--- config.mk ---
export PLATFORM = sky130hd
export DESIGN_NAME = wspr_sched
export DESIGN_NICKNAME = d
export VERILOG_FILES = /design/src/rtl/wspr_sched.sv
export SDC_FILE = /design/constraint.sdc
export NUM_CORES = 1
export LEC_CHECK = 0
export CAP_MARGIN = 20
export CORE_MARGIN = 2
export CORE_UTILIZATION = 59
export CTS_BUF_LIST = sky130_fd_sc_hd__clkbuf_4 sky130_fd_sc_hd__clkbuf_8
export CTS_CLUSTER_DIAMETER = 200
export CTS_CLUSTER_SIZE = 25
export DETAILED_ROUTE_END_ITERATION = 7
export PLACE_DENSITY = 0.86
export SLEW_MARGIN = 20
export SYNTH_ARGS = -nofsm -noshare
export SYNTH_HDL_FRONTEND = slang
export SYNTH_SLANG_ARGS = --single-unit
--- constraint.sdc ---
create_clock -name clk -period 2.3 [get_ports clk]
set_clock_uncertainty 0.05 [all_clocks]
set_input_delay 0.46 -clock clk [delete_from_list [all_inputs] [get_ports clk]]
set_output_delay 0.46 -clock clk [all_outputs]
set_load 0.01 [all_outputs]
--- src/rtl/wspr_sched.sv ---
// WSPR transmit scheduler: host-loaded 256x2 symbol memory, slot-synchronised
// start, fixed-length symbol timing, carrier enable and FSK tone index output.
module wspr_sched #(
  parameter int SYM_TICKS = 34133333,
  parameter int SYM_COUNT = 162
) (
  input  logic        clk,
  input  logic        rst,
  input  logic        cfg_we,
  input  logic        cfg_addr,
  input  logic [15:0] cfg_data,
  input  logic        slot_sync,
  output logic        tx_en,
  output logic [1:0]  tone,
  output logic [7:0]  sym_idx,
  output logic [1:0]  state,
  output logic        done
);

  localparam int TICK_W = (SYM_TICKS > 1) ? $clog2(SYM_TICKS) : 1;
  localparam logic [TICK_W-1:0] TICK_LAST = TICK_W'(SYM_TICKS - 1);
  localparam logic [8:0]        SYM_LAST  = 9'(SYM_COUNT - 1);

  typedef enum logic [1:0] {
    S_IDLE  = 2'd0,
    S_ARMED = 2'd1,
    S_TX    = 2'd2
  } state_t;

  state_t            state_q, state_d;
  logic              arm_q, arm_d;
  logic              rep_q, rep_d;
  logic [TICK_W-1:0] tick_q, tick_d;
  logic [8:0]        sym_cnt_q, sym_cnt_d;
  logic              tx_en_q, tx_en_d;
  logic [1:0]        tone_q, tone_d;
  logic [7:0]        sym_idx_q, sym_idx_d;
  logic              fin_q, fin_d;
  logic              done_q, done_d;
  logic              sync_meta_q, sync_q, sync_prev_q;
  logic              sync_pulse_q, sync_pulse_d;

  logic [1:0] mem [256];

  logic ctrl_wr, sym_wr, abort_wr, tick_end, last_sym, fetch;
  logic unused_cfg;

  assign unused_cfg = ^cfg_data[7:3];

  // NOTE: the symbol memory has no reset; the host reloads it, and leaving it
  // out of the reset tree lets it map onto plain RAM.
  always_ff @(posedge clk) begin
    if (sym_wr) mem[cfg_data[15:8]] <= cfg_data[1:0];
  end

  always_comb begin
    ctrl_wr      = cfg_we && !cfg_addr;
    sym_wr       = cfg_we && cfg_addr;
    abort_wr     = ctrl_wr && cfg_data[2];
    tick_end     = (tick_q == TICK_LAST);
    last_sym     = (state_q == S_TX) && tick_end && (sym_cnt_q == SYM_LAST);
    fetch        = (state_q == S_TX) && (tick_q == '0);
    sync_pulse_d = sync_q && !sync_prev_q;

    // NOTE: every combinational output gets a default first so no path
    // through the case below can infer a latch.
    state_d   = state_q;
    arm_d     = arm_q;
    rep_d     = rep_q;
    tick_d    = '0;
    sym_cnt_d = '0;

    if (ctrl_wr) begin
      arm_d = cfg_data[0] && !cfg_data[2];
      rep_d = cfg_data[1];
    end

    unique case (state_q)
      S_IDLE: begin
        if (ctrl_wr && cfg_data[0] && !cfg_data[2]) state_d = S_ARMED;
      end
      S_ARMED: begin
        if (ctrl_wr && !cfg_data[0]) state_d = S_IDLE;
        else if (sync_pulse_q)       state_d = S_TX;
      end
      S_TX: begin
        tick_d    = tick_end ? '0 : tick_q + TICK_W'(1);
        sym_cnt_d = tick_end ? sym_cnt_q + 9'd1 : sym_cnt_q;
        if (last_sym) begin
          sym_cnt_d = '0;
          if (rep_q && arm_q) begin
            state_d = S_ARMED;
          end else begin
            state_d = S_IDLE;
            arm_d   = 1'b0;
          end
        end
      end
      default: state_d = S_IDLE;
    endcase

    // Abort overrides slot start and end-of-message handling.
    if (abort_wr) begin
      state_d   = S_IDLE;
      arm_d     = 1'b0;
      tick_d    = '0;
      sym_cnt_d = '0;
    end

    // Tone is latched only at the start of a symbol, so rewriting the index
    // currently on air never disturbs it; a same-cycle write reads old data.
    tx_en_d   = (state_q == S_TX) && !abort_wr;
    tone_d    = tone_q;
    sym_idx_d = sym_idx_q;
    if (!tx_en_d) begin
      tone_d    = '0;
      sym_idx_d = '0;
    end else if (fetch) begin
      tone_d    = mem[sym_cnt_q[7:0]];
      sym_idx_d = sym_cnt_q[7:0];
    end

    fin_d  = last_sym && !abort_wr && !(rep_q && arm_q);
    done_d = fin_q && !abort_wr;
  end

  // NOTE: sequential state uses non-blocking assignments only, so every flop
  // samples the pre-edge values regardless of statement order.
  always_ff @(posedge clk or posedge rst) begin
    if (rst) begin
      state_q      <= S_IDLE;
      arm_q        <= 1'b0;
      rep_q        <= 1'b0;
      tick_q       <= '0;
      sym_cnt_q    <= '0;
      tx_en_q      <= 1'b0;
      tone_q       <= '0;
      sym_idx_q    <= '0;
      fin_q        <= 1'b0;
      done_q       <= 1'b0;
      sync_meta_q  <= 1'b0;
      sync_q       <= 1'b0;
      sync_prev_q  <= 1'b0;
      sync_pulse_q <= 1'b0;
    end else begin
      state_q      <= state_d;
      arm_q        <= arm_d;
      rep_q        <= rep_d;
      tick_q       <= tick_d;
      sym_cnt_q    <= sym_cnt_d;
      tx_en_q      <= tx_en_d;
      tone_q       <= tone_d;
      sym_idx_q    <= sym_idx_d;
      fin_q        <= fin_d;
      done_q       <= done_d;
      sync_meta_q  <= slot_sync;
      sync_q       <= sync_meta_q;
      sync_prev_q  <= sync_q;
      sync_pulse_q <= sync_pulse_d;
    end
  end

  assign tx_en   = tx_en_q;
  assign tone    = tone_q;
  assign sym_idx = sym_idx_q;
  assign state   = state_q;
  assign done    = done_q;

endmodule

## After elaboration in Yosys (flattened, before gate mapping)

Memory sizes are Yosys's and may differ from the RTL's.
Index checks and enable logic that the tools add are counted.

| word-level totals | value |
|---|---|
| flip-flop bits (word level) | 56 |
| memory bits (writable) | 512 |
| input port bits | 21 |
| output and inout port bits | 14 |
| word-level logic and storage cells | 76 |
| memories kept | 1 |

| cells by class | value |
|---|---|
| $add $sub $neg | 2 |
| equality and inequality tests | 9 |
| muxes and demuxes | 25 |
| reductions and logical operators | 25 |

Memories:

| name | depth | width | read ports | clocked after Yosys merged registers in | wr ports | RTL line | RTL |
|---|---|---|---|---|---|---|---|
| mem | 256 | 2 | 1 | 0 | 1 | 43 | `logic [1:0] mem [256];` |

Operators by type and width:

| kind | count |
|---|---|
| 26-bit two-way mux | 3 |
| 9-bit two-way mux | 4 |
| 26-bit by 1-bit adder with 26-bit output (second input constant) | 1 |
| 26-bit == test (second input constant) | 1 |
| 26-bit zero test | 1 |
| 1-bit logical AND | 16 |
| 8-bit two-way mux | 2 |
| 2-bit two-way mux | 7 |
| 9-bit by 1-bit adder with 9-bit output (second input constant) | 1 |
| 9-bit by 8-bit == test with 1-bit output (second input constant) | 1 |
| 1-bit two-way mux | 8 |
| 4-bit inequality test (second input constant) | 2 |
| 1-bit zero test | 6 |
| 3-bit inequality test (second input constant) | 2 |
| 2-bit one-hot mux with 3 select lines | 1 |
| 3-bit AND reduction | 1 |
| 2-bit by 1-bit == test with 1-bit output (second input constant) | 1 |
| 2-bit == test (second input constant) | 1 |
| 2-bit zero test | 1 |
| 2-bit by 1-bit inequality test with 1-bit output (second input constant) | 1 |

## Logic depth before layout (Yosys ltp)

| logic depth | value |
|---|---|
| depth in word-level cells | 7 |
| gate-level depth with buffers | 11 |
| mapped depth without buffers | 9 |

## Worst setup path before layout

OpenSTA, ideal clock, no wires.

| timing | value |
|---|---|
| path type | reg2reg |
| start point | reg tick_q[0] |
| end point | reg sym_cnt_q[6] |
| setup time | 77 ps |
| arrival time | 2,136 ps |
| required time | 2,173 ps |
| slack | 37 ps |
| cell stages (with the launch flop) | 10 |
| buffers on the path | 0 |
| period minus slack after synthesis | 2,263 ps |
| path through | dfrtp_1 > inv_1 > ha_1 > nor4b_2 > nand4_2 > nor4_4 > or2b_2 > nand3_2 > or3_1 > a21oi_1 |

| between the ends | value |
|---|---|
| longest elaborated chain between the ends | 6 |
| elaborated cells on any way between the ends | 7 |
| classes of those cells | 2 x eq/ne; 3 x mux; 2 x reduce/logical |

Ends and longest elaborated chain:

| what | RTL line | RTL |
|---|---|---|
| from (decl) | 33 | `logic [TICK_W-1:0] tick_q, tick_d;` |
| from (signal assigned) | 149 | `tick_q <= tick_d;` |
| 26-bit == test (*) | 60 | `tick_end = (tick_q == TICK_LAST);` |
| 1-bit logical AND (2 in series) | 61 | `last_sym = (state_q == S_TX) && tick_end && (sym_cnt_q == SYM_LAST);` |
| 9-bit two-way mux | 89 | `if (last_sym) begin` |
| 9-bit two-way mux | 78 | `unique case (state_q)` |
| 9-bit two-way mux | 103 | `if (abort_wr) begin` |
| to (signal assigned) | 150 | `sym_cnt_q <= sym_cnt_d;` |
| to (decl) | 34 | `logic [8:0] sym_cnt_q, sym_cnt_d;` |

Mark *: on every way between the ends. The rest lies on a longest branch, timed or not.
A chain may end at the register's enable or synchronous reset.

## Final worst setup path

| timing | value |
|---|---|
| start point | reg sym_cnt_q[1] |
| end point | reg tone_q[1], in the netlist tone[1] |

| between the ends | value |
|---|---|
| longest elaborated chain between the ends | 3 |

Ends and longest elaborated chain:

| what | RTL line | RTL |
|---|---|---|
| memory read 256 x 2 bit | n/a |  |
| 2-bit two-way mux | 118 | `end else if (fetch) begin` |
| 2-bit two-way mux | 115 | `if (!tx_en_d) begin` |
| to (signal assigned) | 152 | `tone_q <= tone_d;` |
| to (decl) | 36 | `logic [1:0] tone_q, tone_d;` |

Every way passes these cells. The select of a mux whose other input is x is not followed.

==> qor.yml <==
floorplanning:
  fp-row-count: 73
  die_area_mm2: 0.04232
  fp.dieW_um: 205.7
  die_h_um: 205.7
  core_mm2: 0.03991
  initial_core_util_pct: 60.15
  io_pins: 35
timing:
  max_slew_margin_pct: 54.02
  timing.fmax_ghz: 0.3969
  hold_viol_final: 0
  hold_slack_ns: 0.1652
  tns_ns: -0.4181
  finalSetupViolations: 2
  fin_ws_ns: -0.2196
  tightest_slew_ns: 0.6898
  report.final.slew_viol_count: 0
  rsz0062_at_grt: "true"
  period_share_pct: 109.5
  layout_min_cycle_time_ns: 2.520
worst_setup_path:
  r2r-start: "sym_cnt_q[1]"
  endpoint_kind: "register"
  r2r_cells: 8
  path_max_fanout: 15
  critPathArrivalTime_ns: 3.05
  path_cells: "buf_12 > buf_12 > mux4_1 > nor2b_1 > a211oi_1 > or4_4 > a41o_1 > a311oi_2"
  worstSetupEndpoint: "tone[1]"
  critPathLaunchType: "register"
  crit_type: "register to register"
  required_ns: 2.83
  crit_slowest_cell: "dfrtp_4"
  cpMostUsedCell: "buf_12"
  rrSetupSlack_ns: -0.22
  cpPeakStageDelay_ns: 0.54
  critPathLaunch: "sym_cnt_q[1]"
  timing.rr.end: "tone[1]"
clocking:
  numCtsBuffers: 26
  ctsRootBufferMaster: "clkbuf_8"
  path_clk_slew_ns: 0.15
  cts.htree.levels: 1
  clock-sinks: 568
  cts_tree: "built"
  cts_buffer_depth: 3
  clock_latency_ns: 0.66
place:
  hpwlAfterDp_mm: 38.03
  routabilityCongestion: 0.8718
  port_buffers: 29
  place_area_mm2: 0.02632
  dp_cells: 2208
routing:
  vias: 14520
  first_pass_iters: 6
  wl_mm: 57.71
  drt-initial-drc-count: 2129
  ant_nets: 0
  post_drt_via_cell_ratio: 6.415
  drc: 0
  routedWlPerCell_um: 25.49
layout:
  area_growth_pct: 13.47
  design_area_mm2: 0.02724
  drive_gt1_share_pct: 23.01
  final_nets: 1753
  finalNonFillerCells: 2264
  finish.utilization_pct: 68.25
pwr:
  power_leakage_nw: 8.562
  cellPowerDensity_mw_per_mm2: 592.5
  ir_drop_uv: 370.4
logic_synthesis:
  syn_area_per_cell_um2: 15.40
  ys_top_cells_by_area: "edfxtp_1 (64%), mux4_2 (7.4%), dfrtp_1 (5.8%), nor2_1 (5.1%), mux2i_1 (3.2%)"
  synth_top_area_cell: "edfxtp_1"
  synth_top_area_share_pct: 64.04
  yosysMostFrequentCell: "edfxtp_1"
  yosysUniqueCellTypes: 70
  synth_warnings: 0
  ys_seq_area_share_pct: 69.88
  synth_edf_count: 512
  synth_commonest_cells: "edfxtp_1 (512), nor2_1 (324), mux4_2 (79), mux2i_1 (76), nand2_1 (68)"
  synth-seq-cells: 568
  syn_area_mm2: 0.02401
  async_flop_share_pct: 9.859
  synth_fp_nets: 1584
  synth_cells: 1559
  synth_ff_type: "edfxtp_1"
global_route:
  grt_max_degree: 105
  grt_pass1_vias: 14660
  antenna_found_initial: 1
  gr-total-overflow: 0
  grt_usage_pct: 27.31
  grt_pass1_wl_mm: 85.54
flow_run:
  drv_cap: 0
outcome:
  failed_checks: "negative setup slack"
  status: "finished with violations"
hold_path:
  min_path_type: "primary input to register"
[power by group]
group	leakage [nW]	total (W)	switching (W)	internal [W]
Combinational	2.96	0.000758	0.000467	0.000290
Clock	0.245	0.00409	0.00283	0.00125
Sequential	5.36	0.0113	0.0000263	0.0113
[how the worst min path moves through the flow]
stage,startpoint,end,slack [ns],depth (start not counted)
after global placement,sync_meta_q,sync_q,0.29,0
final,cfg_data[0],mem[6][0],0.17,1
after detailed placement,sync_meta_q,sync_q,0.30,0
after floorplan,sync_meta_q,sync_q,0.28,0
after global routing,cfg_data[0],mem[6][0],0.15,1
after CTS,cfg_data[0],mem[23][0],0.14,1
[stage by stage]
step	setup slack, ns	total power (W)
final	-0.2196	0.01614
after detailed placement	-0.3612	0.01220
after global placement	-0.3207	0.01218
after CTS	-0.1775	0.01609
after global routing	-0.2799	0.01655
after floorplan	0.03655	0.01175
[timing repair]
| item | CTS | global route |
|---|---|---|
| hold buffers | 1 | 0 |
| endpoints found under the setup margin | 14 | 21 |
| hold endpoints to repair | 2 | 0 |
| gates resized for setup | 26 | 43 |
| pin swaps | 13 | 10 |
| buffers inserted | 8 | 9 |
| gates cloned | 0 | 1 |
[cell usage in the layout (no fill, tap or decap), types with 4 or more instances in the layout]
cell type,instances
a31oi_1,5
nor4_1,4
nand3_1,49
o21ai_1,5
a211oi_2,5
o22ai_1,5
mux4_1,12
nor3_1,10
nand3b_1,4
nor2b_1,20
mux2_2,14
xnor2_1,17
and3_1,6
clkbuf_8,27
buf_6,7
nor4_2,4
mux2i_1,74
a211oi_1,5
edfxtp_1,512
dfrtp_1,51
xor2_1,12
a21oi_1,19
nor2_1,323
a211o_1,4
buf_12,41
o211ai_1,5
inv_1,13
a22oi_1,23
clkdlybuf4s50_1,27
mux4_2,80
nand2_1,67
a21oi_2,4
clkbuf_4,10
buf_4,164
nand4_1,15
o21ai_0,11
and2_1,5
[sequential cells by signal, indices dropped and copies added (netlist names)]
register,count
rep_q,1
arm_q,1
sync_pulse_q,1
tone,2
mem,512
done,1
state,2
sync_q,1
fin_q,1
tick_q,26
sync_meta_q,1
sync_prev_q,1
tx_en,1
sym_idx,8
sym_cnt_q,9
[layer usage]
metal	routed length (um)	vias to the layer above	GRT usage (%)
met2	28530	912	46.50
met1	20300	7177	35.27
li1	-	6224	-
met3	5811	210	4.403
met4	3066	0	11.28
met5	0	-	0
[cell type report]
class | count | area (um2)
fillers | 2440 | 12670
well taps | 525 | 656.9
diodes | 1 | 2.502
clock inverters | 1 | 8.758
clock buffers | 37 | 446.7
multi-input cells | 873 | 6799
repair buffers | 243 | 2479
inverters | 16 | 60.06
flip-flops and latches | 568 | 16790
[critical path: cells and delay by family, from the launching register on]
family,cells,cell delay (ns)
simple gates,2,0.67
buf+inv,2,0.32
flops,1,0.54
mux,1,0.32
compound gates,3,0.53
[kinds of logic (layout without fill, tap and decap cells)]
family,count (synthesis),count (layout),share of synthesized area (%)
AOI/OAI and AO/OA,121,121,3.565
muxes,182,182,12.66
other,0,1,0
buffers and inverters,118,297,2.658
xor gates and xnor gates,29,29,1.058
and+or+nand+nor,537,537,9.970
DFF,568,568,69.88
adders and majority gates,4,4,0.2085
Power figures use the tool's default switching activity.
